$ cat src/rtl/xif_credit_dispatcher_if.sv
// Core-side X-interface bundle for xif_credit_dispatcher: the issue request,
// the immediate accept/writeback response and the registered result stream.
interface xif_credit_dispatcher_if #(
  parameter int unsigned ID_W = 4,
  parameter int unsigned XLEN = 32
);
  logic            issue_valid;
  logic            issue_ready;
  logic [31:0]     issue_instr;
  logic [ID_W-1:0] issue_id;
  logic            issue_accept;
  logic            issue_writeback;
  logic            result_valid;
  logic            result_ready;
  logic [ID_W-1:0] result_id;
  logic [XLEN-1:0] result_data;
  logic [4:0]      result_rd;
  logic            result_we;

  modport master (
    output issue_valid, issue_instr, issue_id, result_ready,
    input  issue_ready, issue_accept, issue_writeback,
    input  result_valid, result_id, result_data, result_rd, result_we
  );

  modport slave (
    input  issue_valid, issue_instr, issue_id, result_ready,
    output issue_ready, issue_accept, issue_writeback,
    output result_valid, result_id, result_data, result_rd, result_we
  );
endinterface

$ cat src/rtl/xif_credit_dispatcher.sv
// X-interface dispatcher: routes core issues to one of N_COPROC coprocessors by
// {opcode, func3} signature, throttles each coprocessor by its outstanding
// writeback credits, and merges coprocessor results round-robin into a single
// registered result stage towards the core.
// Optional build macro: XIF_DISP_PERF_EN enables the issue/stall performance
// counters; without it both counter outputs are constant zero.
module xif_credit_dispatcher #(
  parameter int unsigned N_COPROC    = 4,
  parameter int unsigned N_RULES     = 3,
  parameter int unsigned N_SIGN      = 4,
  parameter int unsigned DEFAULT_IDX = 0,
  parameter int unsigned MAX_OUTST   = 4,
  parameter int unsigned ID_W        = 4,
  parameter int unsigned XLEN        = 32
) (
  input  logic                         clk_i,
  input  logic                         rst_ni,
  input  logic [N_RULES*N_SIGN*10-1:0] rules_sign_i,
  input  logic [N_RULES*N_SIGN-1:0]    rules_en_i,
  xif_credit_dispatcher_if.slave       xif,
  output logic [N_COPROC-1:0]          cp_issue_valid_o,
  input  logic [N_COPROC-1:0]          cp_issue_ready_i,
  output logic [31:0]                  cp_issue_instr_o,
  output logic [ID_W-1:0]              cp_issue_id_o,
  input  logic [N_COPROC-1:0]          cp_accept_i,
  input  logic [N_COPROC-1:0]          cp_writeback_i,
  input  logic [N_COPROC-1:0]          cp_result_valid_i,
  output logic [N_COPROC-1:0]          cp_result_ready_o,
  input  logic [N_COPROC*ID_W-1:0]     cp_result_id_i,
  input  logic [N_COPROC*XLEN-1:0]     cp_result_data_i,
  input  logic [N_COPROC*5-1:0]        cp_result_rd_i,
  input  logic [N_COPROC-1:0]          cp_result_we_i,
  output logic                         err_o,
  output logic [31:0]                  perf_issue_cnt_o,
  output logic [31:0]                  perf_stall_cnt_o
);

  localparam int unsigned SEL_W  = (N_COPROC > 1) ? $clog2(N_COPROC) : 1;
  localparam int unsigned SCAN_W = SEL_W + 1;
  localparam int unsigned CNT_W  = $clog2(MAX_OUTST + 1);
  localparam logic [CNT_W-1:0] MAX_CNT = CNT_W'(MAX_OUTST);

  // ---------------- issue side ----------------
  logic [9:0]          sign_s;
  logic [N_RULES-1:0]  rule_hit_s;
  logic [SEL_W-1:0]    sel_s;
  logic                stall_s;
  logic                issue_ready_s;
  logic                issue_hs_s;
  logic                credit_take_s;

  // ---------------- result side ----------------
  logic                free_s;
  logic                grant_valid_s;
  logic [SEL_W-1:0]    grant_idx_s;
  logic [SCAN_W-1:0]   scan_s;
  logic [SEL_W-1:0]    rr_next_s;
  logic [ID_W-1:0]     gnt_id_s;
  logic [XLEN-1:0]     gnt_data_s;
  logic [4:0]          gnt_rd_s;
  logic                gnt_we_s;

  // ---------------- state ----------------
  logic [CNT_W-1:0]    cnt_r [N_COPROC];
  logic [N_COPROC-1:0] cnt_inc_s;
  logic [N_COPROC-1:0] cnt_dec_s;
  logic [SEL_W-1:0]    rr_ptr_r;
  logic                result_valid_r;
  logic [ID_W-1:0]     result_id_r;
  logic [XLEN-1:0]     result_data_r;
  logic [4:0]          result_rd_r;
  logic                result_we_r;
  logic                err_r;

  assign sign_s = {xif.issue_instr[6:0], xif.issue_instr[14:12]};

  // Flag every rule that has at least one enabled signature equal to sign_s
  always_comb begin
    rule_hit_s = '0;
    for (int i = 0; i < int'(N_RULES); i++) begin
      for (int j = 0; j < int'(N_SIGN); j++) begin
        if (rules_en_i[i*N_SIGN+j] && (rules_sign_i[(i*N_SIGN+j)*10 +: 10] == sign_s)) begin
          rule_hit_s[i] = 1'b1;
        end else begin
          rule_hit_s[i] = rule_hit_s[i];
        end
      end
    end
  end

  // Lowest matching rule wins; scanning downwards lets the lowest overwrite last
  always_comb begin
    sel_s = SEL_W'(DEFAULT_IDX);
    for (int i = int'(N_RULES) - 1; i >= 0; i--) begin
      if (rule_hit_s[i]) begin
        sel_s = SEL_W'(i);
      end else begin
        sel_s = sel_s;
      end
    end
  end

  assign stall_s       = (cnt_r[sel_s] == MAX_CNT);
  assign issue_ready_s = cp_issue_ready_i[sel_s] & ~stall_s;
  assign issue_hs_s    = xif.issue_valid & issue_ready_s;
  assign credit_take_s = issue_hs_s & cp_accept_i[sel_s] & cp_writeback_i[sel_s];

  assign xif.issue_ready     = issue_ready_s;
  assign xif.issue_accept    = cp_accept_i[sel_s] & ~stall_s;
  assign xif.issue_writeback = cp_writeback_i[sel_s] & ~stall_s;
  assign cp_issue_instr_o    = xif.issue_instr;
  assign cp_issue_id_o       = xif.issue_id;

  // Forward issue valid only to the selected coprocessor, gated by its credits
  always_comb begin
    cp_issue_valid_o        = '0;
    cp_issue_valid_o[sel_s] = xif.issue_valid & ~stall_s;
  end

  assign free_s = ~result_valid_r | xif.result_ready;

  // Round-robin search: first valid coprocessor at or after rr_ptr, wrapping
  always_comb begin
    grant_valid_s = 1'b0;
    grant_idx_s   = '0;
    scan_s        = '0;
    for (int k = 0; k < int'(N_COPROC); k++) begin
      scan_s = {1'b0, rr_ptr_r} + SCAN_W'(k);
      if (scan_s >= SCAN_W'(N_COPROC)) begin
        scan_s = scan_s - SCAN_W'(N_COPROC);
      end else begin
        scan_s = scan_s;
      end
      if (free_s && !grant_valid_s && cp_result_valid_i[scan_s[SEL_W-1:0]]) begin
        grant_valid_s = 1'b1;
        grant_idx_s   = scan_s[SEL_W-1:0];
      end else begin
        grant_valid_s = grant_valid_s;
        grant_idx_s   = grant_idx_s;
      end
    end
  end

  // Ready goes back only to the granted coprocessor, only in the grant cycle
  always_comb begin
    cp_result_ready_o = '0;
    if (grant_valid_s) begin
      cp_result_ready_o[grant_idx_s] = 1'b1;
    end else begin
      cp_result_ready_o = '0;
    end
  end

  // Pointer advances to the index just past the winner
  always_comb begin
    if (grant_idx_s == SEL_W'(N_COPROC - 1)) begin
      rr_next_s = '0;
    end else begin
      rr_next_s = grant_idx_s + SEL_W'(1);
    end
  end

  assign gnt_id_s   = cp_result_id_i[grant_idx_s*ID_W +: ID_W];
  assign gnt_data_s = cp_result_data_i[grant_idx_s*XLEN +: XLEN];
  assign gnt_rd_s   = cp_result_rd_i[grant_idx_s*5 +: 5];
  assign gnt_we_s   = cp_result_we_i[grant_idx_s];

  // Per-coprocessor credit take/return requests for this cycle
  always_comb begin
    cnt_inc_s = '0;
    cnt_dec_s = '0;
    cnt_inc_s[sel_s] = credit_take_s;
    if (grant_valid_s) begin
      cnt_dec_s[grant_idx_s] = 1'b1;
    end else begin
      cnt_dec_s = '0;
    end
  end

  // Outstanding-credit counters; simultaneous take and return cancel out
  always_ff @(posedge clk_i or negedge rst_ni) begin
    if (!rst_ni) begin
      for (int c = 0; c < int'(N_COPROC); c++) begin
        cnt_r[c] <= '0;
      end
    end else begin
      for (int c = 0; c < int'(N_COPROC); c++) begin
        if (cnt_inc_s[c] && !cnt_dec_s[c] && (cnt_r[c] != MAX_CNT)) begin
          cnt_r[c] <= cnt_r[c] + CNT_W'(1);
        end else if (cnt_dec_s[c] && !cnt_inc_s[c] && (cnt_r[c] != '0)) begin
          cnt_r[c] <= cnt_r[c] - CNT_W'(1);
        end else begin
          cnt_r[c] <= cnt_r[c];
        end
      end
    end
  end

  // Registered result stage: capture on grant, drop on consume, else hold
  always_ff @(posedge clk_i or negedge rst_ni) begin
    if (!rst_ni) begin
      result_valid_r <= 1'b0;
      result_id_r    <= '0;
      result_data_r  <= '0;
      result_rd_r    <= 5'd0;
      result_we_r    <= 1'b0;
      rr_ptr_r       <= '0;
    end else if (grant_valid_s) begin
      result_valid_r <= 1'b1;
      result_id_r    <= gnt_id_s;
      result_data_r  <= gnt_data_s;
      result_rd_r    <= gnt_rd_s;
      result_we_r    <= gnt_we_s;
      rr_ptr_r       <= rr_next_s;
    end else if (xif.result_ready) begin
      result_valid_r <= 1'b0;
    end else begin
      result_valid_r <= result_valid_r;
    end
  end

  // One-cycle error pulse when a result arrives with no credit outstanding
  always_ff @(posedge clk_i or negedge rst_ni) begin
    if (!rst_ni) begin
      err_r <= 1'b0;
    end else if (grant_valid_s && (cnt_r[grant_idx_s] == '0)) begin
      err_r <= 1'b1;
    end else begin
      err_r <= 1'b0;
    end
  end

  assign xif.result_valid = result_valid_r;
  assign xif.result_id    = result_id_r;
  assign xif.result_data  = result_data_r;
  assign xif.result_rd    = result_rd_r;
  assign xif.result_we    = result_we_r;
  assign err_o            = err_r;

`ifdef XIF_DISP_PERF_EN
  logic [31:0] perf_issue_r;
  logic [31:0] perf_stall_r;

  // Free-running wrap-around counts of accepted issues and credit-stall cycles
  always_ff @(posedge clk_i or negedge rst_ni) begin
    if (!rst_ni) begin
      perf_issue_r <= 32'd0;
      perf_stall_r <= 32'd0;
    end else begin
      if (issue_hs_s) begin
        perf_issue_r <= perf_issue_r + 32'd1;
      end else begin
        perf_issue_r <= perf_issue_r;
      end
      if (xif.issue_valid && stall_s) begin
        perf_stall_r <= perf_stall_r + 32'd1;
      end else begin
        perf_stall_r <= perf_stall_r;
      end
    end
  end

  assign perf_issue_cnt_o = perf_issue_r;
  assign perf_stall_cnt_o = perf_stall_r;
`else
  assign perf_issue_cnt_o = 32'd0;
  assign perf_stall_cnt_o = 32'd0;
`endif

endmodule

$ cat src/flat_wrapper.sv
// flat-port wrapper written by rule: the top's interface ports become plain ports
module xif_credit_dispatcher_flat 
#(
  parameter int unsigned N_COPROC    = 4,
  parameter int unsigned N_RULES     = 3,
  parameter int unsigned N_SIGN      = 4,
  parameter int unsigned DEFAULT_IDX = 0,
  parameter int unsigned MAX_OUTST   = 4,
  parameter int unsigned ID_W        = 4,
  parameter int unsigned XLEN        = 32
)
  (clk_i, rst_ni, rules_sign_i, rules_en_i, cp_issue_valid_o, cp_issue_ready_i, cp_issue_instr_o, cp_issue_id_o, cp_accept_i, cp_writeback_i, cp_result_valid_i, cp_result_ready_o, cp_result_id_i, cp_result_data_i, cp_result_rd_i, cp_result_we_i, err_o, perf_issue_cnt_o, perf_stall_cnt_o, xif_issue_valid, xif_issue_instr, xif_issue_id, xif_result_ready, xif_issue_ready, xif_issue_accept, xif_issue_writeback, xif_result_valid, xif_result_id, xif_result_data, xif_result_rd, xif_result_we);
  xif_credit_dispatcher_if #(.ID_W(ID_W), .XLEN(XLEN)) xif_i ();
  input  logic clk_i;
  input  logic rst_ni;
  input  logic [N_RULES*N_SIGN*10-1:0] rules_sign_i;
  input  logic [N_RULES*N_SIGN-1:0] rules_en_i;
  output logic [N_COPROC-1:0] cp_issue_valid_o;
  input  logic [N_COPROC-1:0] cp_issue_ready_i;
  output logic [31:0] cp_issue_instr_o;
  output logic [ID_W-1:0] cp_issue_id_o;
  input  logic [N_COPROC-1:0] cp_accept_i;
  input  logic [N_COPROC-1:0] cp_writeback_i;
  input  logic [N_COPROC-1:0] cp_result_valid_i;
  output logic [N_COPROC-1:0] cp_result_ready_o;
  input  logic [N_COPROC*ID_W-1:0] cp_result_id_i;
  input  logic [N_COPROC*XLEN-1:0] cp_result_data_i;
  input  logic [N_COPROC*5-1:0] cp_result_rd_i;
  input  logic [N_COPROC-1:0] cp_result_we_i;
  output logic err_o;
  output logic [31:0] perf_issue_cnt_o;
  output logic [31:0] perf_stall_cnt_o;
  input wire logic [$bits(xif_i.issue_valid)-1:0] xif_issue_valid;
  input wire logic [$bits(xif_i.issue_instr)-1:0] xif_issue_instr;
  input wire logic [$bits(xif_i.issue_id)-1:0] xif_issue_id;
  input wire logic [$bits(xif_i.result_ready)-1:0] xif_result_ready;
  output wire logic [$bits(xif_i.issue_ready)-1:0] xif_issue_ready;
  output wire logic [$bits(xif_i.issue_accept)-1:0] xif_issue_accept;
  output wire logic [$bits(xif_i.issue_writeback)-1:0] xif_issue_writeback;
  output wire logic [$bits(xif_i.result_valid)-1:0] xif_result_valid;
  output wire logic [$bits(xif_i.result_id)-1:0] xif_result_id;
  output wire logic [$bits(xif_i.result_data)-1:0] xif_result_data;
  output wire logic [$bits(xif_i.result_rd)-1:0] xif_result_rd;
  output wire logic [$bits(xif_i.result_we)-1:0] xif_result_we;
  assign xif_i.issue_valid = xif_issue_valid;
  assign xif_i.issue_instr = xif_issue_instr;
  assign xif_i.issue_id = xif_issue_id;
  assign xif_i.result_ready = xif_result_ready;
  assign xif_issue_ready = xif_i.issue_ready;
  assign xif_issue_accept = xif_i.issue_accept;
  assign xif_issue_writeback = xif_i.issue_writeback;
  assign xif_result_valid = xif_i.result_valid;
  assign xif_result_id = xif_i.result_id;
  assign xif_result_data = xif_i.result_data;
  assign xif_result_rd = xif_i.result_rd;
  assign xif_result_we = xif_i.result_we;
  xif_credit_dispatcher #(.N_COPROC(N_COPROC), .N_RULES(N_RULES), .N_SIGN(N_SIGN), .DEFAULT_IDX(DEFAULT_IDX), .MAX_OUTST(MAX_OUTST), .ID_W(ID_W), .XLEN(XLEN)) u_core (.clk_i(clk_i), .rst_ni(rst_ni), .rules_sign_i(rules_sign_i), .rules_en_i(rules_en_i), .xif(xif_i), .cp_issue_valid_o(cp_issue_valid_o), .cp_issue_ready_i(cp_issue_ready_i), .cp_issue_instr_o(cp_issue_instr_o), .cp_issue_id_o(cp_issue_id_o), .cp_accept_i(cp_accept_i), .cp_writeback_i(cp_writeback_i), .cp_result_valid_i(cp_result_valid_i), .cp_result_ready_o(cp_result_ready_o), .cp_result_id_i(cp_result_id_i), .cp_result_data_i(cp_result_data_i), .cp_result_rd_i(cp_result_rd_i), .cp_result_we_i(cp_result_we_i), .err_o(err_o), .perf_issue_cnt_o(perf_issue_cnt_o), .perf_stall_cnt_o(perf_stall_cnt_o));
endmodule
$ cat config.mk
export PLATFORM = sky130hd
export DESIGN_NAME = xif_credit_dispatcher_flat
export DESIGN_NICKNAME = d
export VERILOG_FILES = /design/src/rtl/xif_credit_dispatcher_if.sv /design/src/rtl/xif_credit_dispatcher.sv /design/src/flat_wrapper.sv
export SDC_FILE = /design/constraint.sdc
export NUM_CORES = 1
export LEC_CHECK = 0
export ABC_AREA = 1
export CAP_MARGIN = 10
export CORE_AREA = 2 2 196 198
export DETAILED_ROUTE_END_ITERATION = 7
export DIE_AREA = 0 0 198 200
export PLACE_DENSITY_LB_ADDON = 0.2
export SKIP_LAST_GASP = 1
export SLEW_MARGIN = 20
export SYNTH_ARGS = -nofsm -noshare
export SYNTH_HDL_FRONTEND = slang
export SYNTH_SLANG_ARGS = --single-unit
$ cat constraint.sdc
create_clock -name clk_i -period 3.1 [get_ports clk_i]
set_clock_uncertainty 0.15 [all_clocks]
set_input_delay 0.31 -clock clk_i [delete_from_list [all_inputs] [get_ports clk_i]]
set_output_delay 0.31 -clock clk_i [all_outputs]
set_load 0.05 [all_outputs]
Word level (Yosys, flattened, before mapping)

Index checks and enable logic that the tools add are counted.

Register bits after elaboration: 58
Latch bits: 0
RAM bits: 0
ROM bits: 0
Bits of input ports: 356
Output and inout port bits: 155
Memories kept: 0

Add/sub/neg operators: 16
$mul: 1
Divide/modulo/power cells: 0
Magnitude comparators: 14
Eq/ne operators: 18
Shift operators: 3
Muxes and demuxes: 66
Bitwise logic cells: 14
Reductions and logical operators: 59

Operators by type and width:

| operator            | count |
|---|---|
| $shiftx 128x8->32   | 1 |
| $eq 10x10->1        | 12 |
| $logic_and 1x1->1   | 38 |
| $mux 3              | 12 |
| $mux 1              | 29 |
| $mux 2              | 12 |
| $shiftx 20x6->5     | 1 |
| $lt 2x3->1 const B  | 6 |
| $bmux 1 s2          | 8 |
| $shiftx 16x5->4     | 1 |
| $ge 3x3->1 const B  | 5 |
| $add 3x1->3 const B | 4 |
| $bmux 3 s2          | 2 |
| $ne 3x3->1 const B  | 4 |
| $reduce_bool 3->1   | 4 |
| $sub 3x1->3 const B | 4 |
| $logic_not 1->1     | 11 |
| $reduce_bool 2->1   | 5 |
| $and 4x4->4         | 2 |
| $sub 2x1->2 const B | 4 |
| $and 1x1->1         | 7 |
| $add 2x2->3 const B | 2 |
| $not 2->3           | 2 |
| $mul 2x3->5 const B | 1 |
| 11 further kinds    | 14 |

Depth between registers and ports, before layout

Depth in word-level cells: 27
Mapped depth: 25

Worst setup path before layout

OpenSTA, ideal clock, no wires.

Kind: reg2reg
From: register u_core.result_valid_r (netlist: u_core.xif.result_valid)
To: register u_core.cnt_r[4] in the netlist's numbering
Library setup time: 0.117 ns
Arrival time: 3.540 ns
Data required time: 2.833 ns
Path slack: -0.707 ns
Stages on the path, launching flop included: 17
Clock period less this slack: 3.807 ns
Cells stage by stage: dfrtp_1 inv_1 nor2_1 a21o_1 inv_2 nor2_1 nand3b_1 o21ai_2 clkbuf_1 ha_1 inv_1 nor2_1 a21oi_1 nand4_1 fa_1 nand2_1 nand2_1

Longest elaborated chain between the ends: 25

Ends and longest elaborated chain:

| element                                            | line                         | source |
|---|---|---|
| from (decl)                                        | xif_credit_dispatcher.sv:68  | `logic result_valid_r;` |
| from (signal assigned)                             | xif_credit_dispatcher.sv:218 | `result_valid_r <= result_valid_r;` |
| $not 1->1 *                                        | xif_credit_dispatcher.sv:120 | `assign free_s = ~result_valid_r \| xif.result_ready;` |
| $or 1x1->1 *                                       | xif_credit_dispatcher.sv:120 |  |
| $logic_and 1x1->1                                  | xif_credit_dispatcher.sv:134 | `if (free_s && !grant_valid_s && cp_result_valid_i[scan_s[SEL_W-1:0]]) begin` |
| $mux 1                                             | xif_credit_dispatcher.sv:134 |  |
| $logic_not 1->1                                    | xif_credit_dispatcher.sv:134 |  |
| $logic_and 1x1->1 (2 in series)                    | xif_credit_dispatcher.sv:134 |  |
| $mux 1                                             | xif_credit_dispatcher.sv:134 |  |
| $logic_not 1->1                                    | xif_credit_dispatcher.sv:134 |  |
| [8 not listed]                                     | --                           |  |
| $logic_and 1x1->1                                  | --                           |  |
| $mux 1                                             | --                           |  |
| $demux 1 s2                                        | --                           |  |
| $mux 4 *                                           | --                           |  |
| net cp_result_ready_o[2]                           | flat_wrapper.sv:25           | `output logic [N_COPROC-1:0] cp_result_ready_o;` |
| $logic_not 1->1                                    | xif_credit_dispatcher.sv:188 | `if (cnt_inc_s[c] && !cnt_dec_s[c] && (cnt_r[c] != MAX_CNT)) begin` |
| $logic_and 1x1->1 (2 in series)                    | xif_credit_dispatcher.sv:188 |  |
| $mux 3 / $reduce_bool 2->1 (equally long branches) | --                           |  |
| to (signal, indexed assignment)                    | xif_credit_dispatcher.sv:189 | `cnt_r[c] <= cnt_r[c] + CNT_W'(1);` |
| to (signal, indexed assignment)                    | xif_credit_dispatcher.sv:191 | `cnt_r[c] <= cnt_r[c] - CNT_W'(1);` |
| to (signal, indexed assignment)                    | xif_credit_dispatcher.sv:193 | `cnt_r[c] <= cnt_r[c];` |
| to (decl)                                          | xif_credit_dispatcher.sv:64  | `logic [CNT_W-1:0] cnt_r [N_COPROC];` |

The timed path passes the listed nets; every way through them passes the cells marked *.
A chain may end at the register's enable or synchronous reset.

Worst setup path in the final report

From: register u_core.rr_ptr_r[0]
To: output port cp_result_ready_o[2]

Longest elaborated chain between the ends: 23

Ends and longest elaborated chain:

| element                                                               | line                                                       | source |
|---|---|---|
| from (decl)                                                           | xif_credit_dispatcher.sv:67                                | `logic [SEL_W-1:0] rr_ptr_r;` |
| from (signal assigned)                                                | xif_credit_dispatcher.sv:214                               | `rr_ptr_r <= rr_next_s;` |
| $ge 2x3->1 / $sub 2x1->2 (equally long branches)                      | xif_credit_dispatcher.sv:129, xif_credit_dispatcher.sv:130 |  |
| $mux 2                                                                | xif_credit_dispatcher.sv:129                               | `if (scan_s >= SCAN_W'(N_COPROC)) begin` |
| $bmux 1 s2                                                            | xif_credit_dispatcher.sv:134                               |  |
| $mux 1 (not written as such)                                          | xif_credit_dispatcher.sv:134                               |  |
| $logic_and 1x1->1                                                     | xif_credit_dispatcher.sv:134                               |  |
| $mux 1                                                                | xif_credit_dispatcher.sv:134                               |  |
| $logic_not 1->1                                                       | xif_credit_dispatcher.sv:134                               |  |
| $logic_and 1x1->1 (2 in series)                                       | xif_credit_dispatcher.sv:134                               |  |
| [5 not listed]                                                        | --                                                         |  |
| $logic_not 1->1                                                       | xif_credit_dispatcher.sv:134                               |  |
| $logic_and 1x1->1 (2 in series)                                       | xif_credit_dispatcher.sv:134                               |  |
| $mux 2                                                                | xif_credit_dispatcher.sv:134                               |  |
| $lt 2x3->1 (not written as such) / $ge 2x1->1 (equally long branches) | xif_credit_dispatcher.sv:148                               | `cp_result_ready_o[grant_idx_s] = 1'b1;` |
| $logic_and 1x1->1 (not written as such)                               | xif_credit_dispatcher.sv:148                               |  |
| $mux 1 (not written as such)                                          | xif_credit_dispatcher.sv:148                               |  |
| $demux 1 s2                                                           | --                                                         |  |
| $mux 4 *                                                              | xif_credit_dispatcher.sv:147                               | `if (grant_valid_s) begin` |
| to (decl)                                                             | flat_wrapper.sv:25                                         |  |

Every way passes the cells marked *; elsewhere a longest branch is shown, timed or not. The select of a mux whose other input is x is not followed.

==> metrics <==
status=complete, but fails checks; failing checks=hold timing, setup timing; post-DP HPWL=around 30,000 um; Crit Path Max Fanout=4; Reg2Reg Depth=21; ANT nets after route=0; Fillers=approximately 4,000; # hold bufs at CTS=0; critical path class=flop to output port; Max Slew Vio Count=0; LEAKAGE=around 6.4 nW; DRC viols=0; Worst path depth=17; worst slew pin tran=~850 ps; RSZ-0062 raised after global routing=yes; final hold violations=14; hold_ws=-11.5 ps; initial antenna violation count=4; top cells by area, synth=dfrtp_1, nand2_1, buf_4; crit end category=output port; CTS tree=built; nets=about 2,100; Iteration-0 DRC Markers=about 430; Core ar.=around 37,000 um^2; first-pass GRT wire length=52,400 um; CP max stage delay=about 400 ps; Num Clock Sinks=between 50 and 60; drt pass-1 iters=7; Syn Area/Cell=5.97 um^2; Final Util=a little over a third; CP Launch Type=flop; clock slew at reported path FFs=approximately 60 ps; ys async rst share=100%; clock root buffer=clkbuf_16; Syn Std Cell Area=7750 um^2; Die W=between 150 and 200 um; Tcrit/Tclk final=102%; top-area cell type share of the netlist area=between 10% and 20%; Seq/Total Area, Yosys=18.7%; area leader, netlist=dfrtp_1; Die Area=just under 40,000 um^2; worst path arrival time=about 2700 ps; top cell family by delay on the critical path=buffers and inverters; Worst-Skew Late Latency=350 ps; crit path cell chain=buf_6, nand2_4, o21ai_4, inv_2, nor2_4, nor2_2, a21o_1, inv_2, nor2_4, nand3b_1, o21ai_4, buf_4, ha_4, inv_2, nor2_4, buf_6, buf_12; f_max=roughly 320 MHz; Starting Density=roughly a fifth; H-tree Lvls=3; Tot GR Track Use=about 18%; RD Place Congestion=between 0.8 and 0.9; Worst Path Buf+Inv=7; PnR worst setup slack=-49.5 ps; Core Rows=71; Post-Route WL=38,300 um; wire per inst=roughly 17 um; pwr dens=960 nW/um^2; grt ovf=0; Vias=around 9,500; Port Buf Inserts=390; setup TNS=-154 ps; Post-Syn Instances=1,298; Worst slew margin=43.6%; die height=around 200 um; Top FF cell, synth=dfrtp_1; FF+latch area=~1500 um^2; yosys warns=0; number of vias per cell=roughly 4.2; vias in the first global route=between 8,000 and 9,000; post-layout minimum cycle time=between 3000 and 4000 ps; EDFF count, synth=0; max-cap viol count=0; layout cells sized above 1=between 10% and 20%; io pins=around 510; hold crit path type=primary input to asynchronous set/reset pin; flops & latches, synth=58; Max VDD drop=~0.0012 V; CTS buffer count=9; final setup vio count=5; largest net degree at the start of global routing=87; clk buf depth=2; Worst EP required=approximately 2600 ps; post-synth cell types=52; area occupied by multi-input gates=5090 um^2; Slowest-stage cell, CP=dfrtp_1; synth-to-layout area growth=75.2%
metal layers:
metal | up-vias | GRT usage (%) | share of wire, %
li1 | 4854 | - | -
met1 | 4361 | 21.7 | 42
met2 | 271 | 31.9 | 51
met3 | 53 | 2.37 | 3.9
met4 | 0 | 5.82 | 2.4
met5 | - | 0 | 0
sequential cells by signal (all words and copies together), names as in the netlist:
signal                   flops
u_core.xif.result_data      32
u_core.xif.result_id         4
u_core.rr_ptr_r              2
u_core.xif.result_valid      1
u_core.cnt_r                12
u_core.xif.result_we         1
u_core.xif.result_rd         5
u_core.err_o                 1
metrics by stage:
| step | power [mW] | cells | cell area (um^2) | setup slack, ps |
|---|---|---|---|---|
| 2_1_floorplan | 7.73 | 1362 | 8100 | -92.9 |
| 3_3_place_gp | 10.6 | 2226 | 12700 | -378 |
| 3_5_place_dp | 10.7 | 2226 | 12700 | -402 |
| 4_1_cts | 12.2 | 2255 | 13300 | -4.14 |
| 5_1_grt | 14.0 | 2275 | 13600 | -244 |
| 6_report | 13.0 | 2275 | 13600 | -49.5 |
worst register-to-register path, delay by kind of cell, from the launching register on:
family	cells	cell delay, ps
compound gates	6	830
fa+ha+maj	2	540
buf+inv	5	480
flops	1	390
simple gates	8	660
cell usage in the layout, fill, tap and decap left out, types with 4 or more instances in the layout:
cell type / n
nand2_1: 330
clkdlybuf4s50_1: 362
nand2_2: 15
a31oi_1: 42
clkbuf_16: 13
dlygate4sd2_1: 4
nor2_4: 7
nand2_4: 6
nand3_2: 8
nor3_1: 8
buf_4: 115
nor2_2: 6
clkbuf_2: 4
o21ai_1: 5
or2_2: 42
diode_2: 5
xnor2_1: 20
buf_6: 9
inv_4: 11
conb_1: 66
xnor2_2: 4
o211ai_1: 43
buf_12: 24
nand4_1: 29
nand3_1: 58
o21ai_0: 46
nor2_1: 200
dlymetal6s2s_1: 6
inv_1: 135
xor2_1: 6
dfrtp_1: 57
inv_2: 13
cell usage after synthesis (3+ instances only):
cell type    n
nand4_1     29
nand2_2      9
xnor2_2      3
buf_4      109
ha_1         4
xnor2_1     22
o21ai_0     48
nand2_4      3
nand3_1     60
inv_2       12
buf_2       13
fa_1         4
o21ai_1      7
and3_1       3
inv_1      145
clkinv_1     3
a21oi_1      4
nand3_2      7
dfrtp_1     58
nor3_1      10
a31oi_1     42
clkbuf_1    20
o211ai_1    43
or2_2       42
nand2_1    339
nor2_1     210
xor2_1       6
buf_6       11
logic make-up (layout without fill, tap and decap cells):
family | after synthesis | count (layout) | synth area share, %
AND/OR/NAND/NOR | 724 | 724 | 40.8
other | 2 | 71 | 0.0968
AO/OA/AOI/OAI | 157 | 157 | 12.7
buffers and inverters | 316 | 713 | 21.9
multiplexers | 1 | 1 | 0.145
flip-flops | 58 | 58 | 18.7
adder cells (fa/ha/maj) | 8 | 8 | 1.68
XOR/XNOR | 32 | 32 | 4.00
final timing paths:
kind / start / end / slack, ps
max in group asynchronous: rst_ni / u_core.xif.result_valid / 2230
worst max-delay path: u_core.rr_ptr_r[0] / cp_result_ready_o[2] / -50
min in group clk_i: u_core.cnt_r[0] / u_core.cnt_r[0] / 380
worst max register to register: u_core.rr_ptr_r[0] / u_core.cnt_r[5] / -40
worst min register to register: u_core.cnt_r[0] / u_core.cnt_r[0] / 380
worst min-delay path: rst_ni / u_core.xif.result_data[4] / -10
where the power goes:
group | internal, mW | leakage (nW) | total [mW] | switching (mW)
combinational | 4.31 | 5.61 | 10.4 | 6.13
sequential | 1.24 | 0.670 | 1.54 | 0.298
clock | 0.682 | 0.152 | 1.07 | 0.388
timing repair:
item,in CTS,in global routing
buffers inserted,12,11
hold endpoints to repair,0,0
gates cloned,2,5
resized for setup,50,48
pin swaps,16,23
endpoints found under the setup margin,15,51
area by class of cell:
| cell class | count | share of cell area [%] |
|---|---|---|
| diodes | 5 | 0.0921 |
| clock buffers | 13 | 1.99 |
| clock inverters | 2 | 0.258 |
| inverters | 161 | 4.67 |
| multi-input cells | 988 | 37.5 |
| flip-flops and latches | 58 | 10.7 |
| well taps | 511 | 4.71 |
| repair buffers | 535 | 40.0 |
| repair inverters | 2 | 0.101 |
Note: power is estimated with default switching activity, not from simulation.
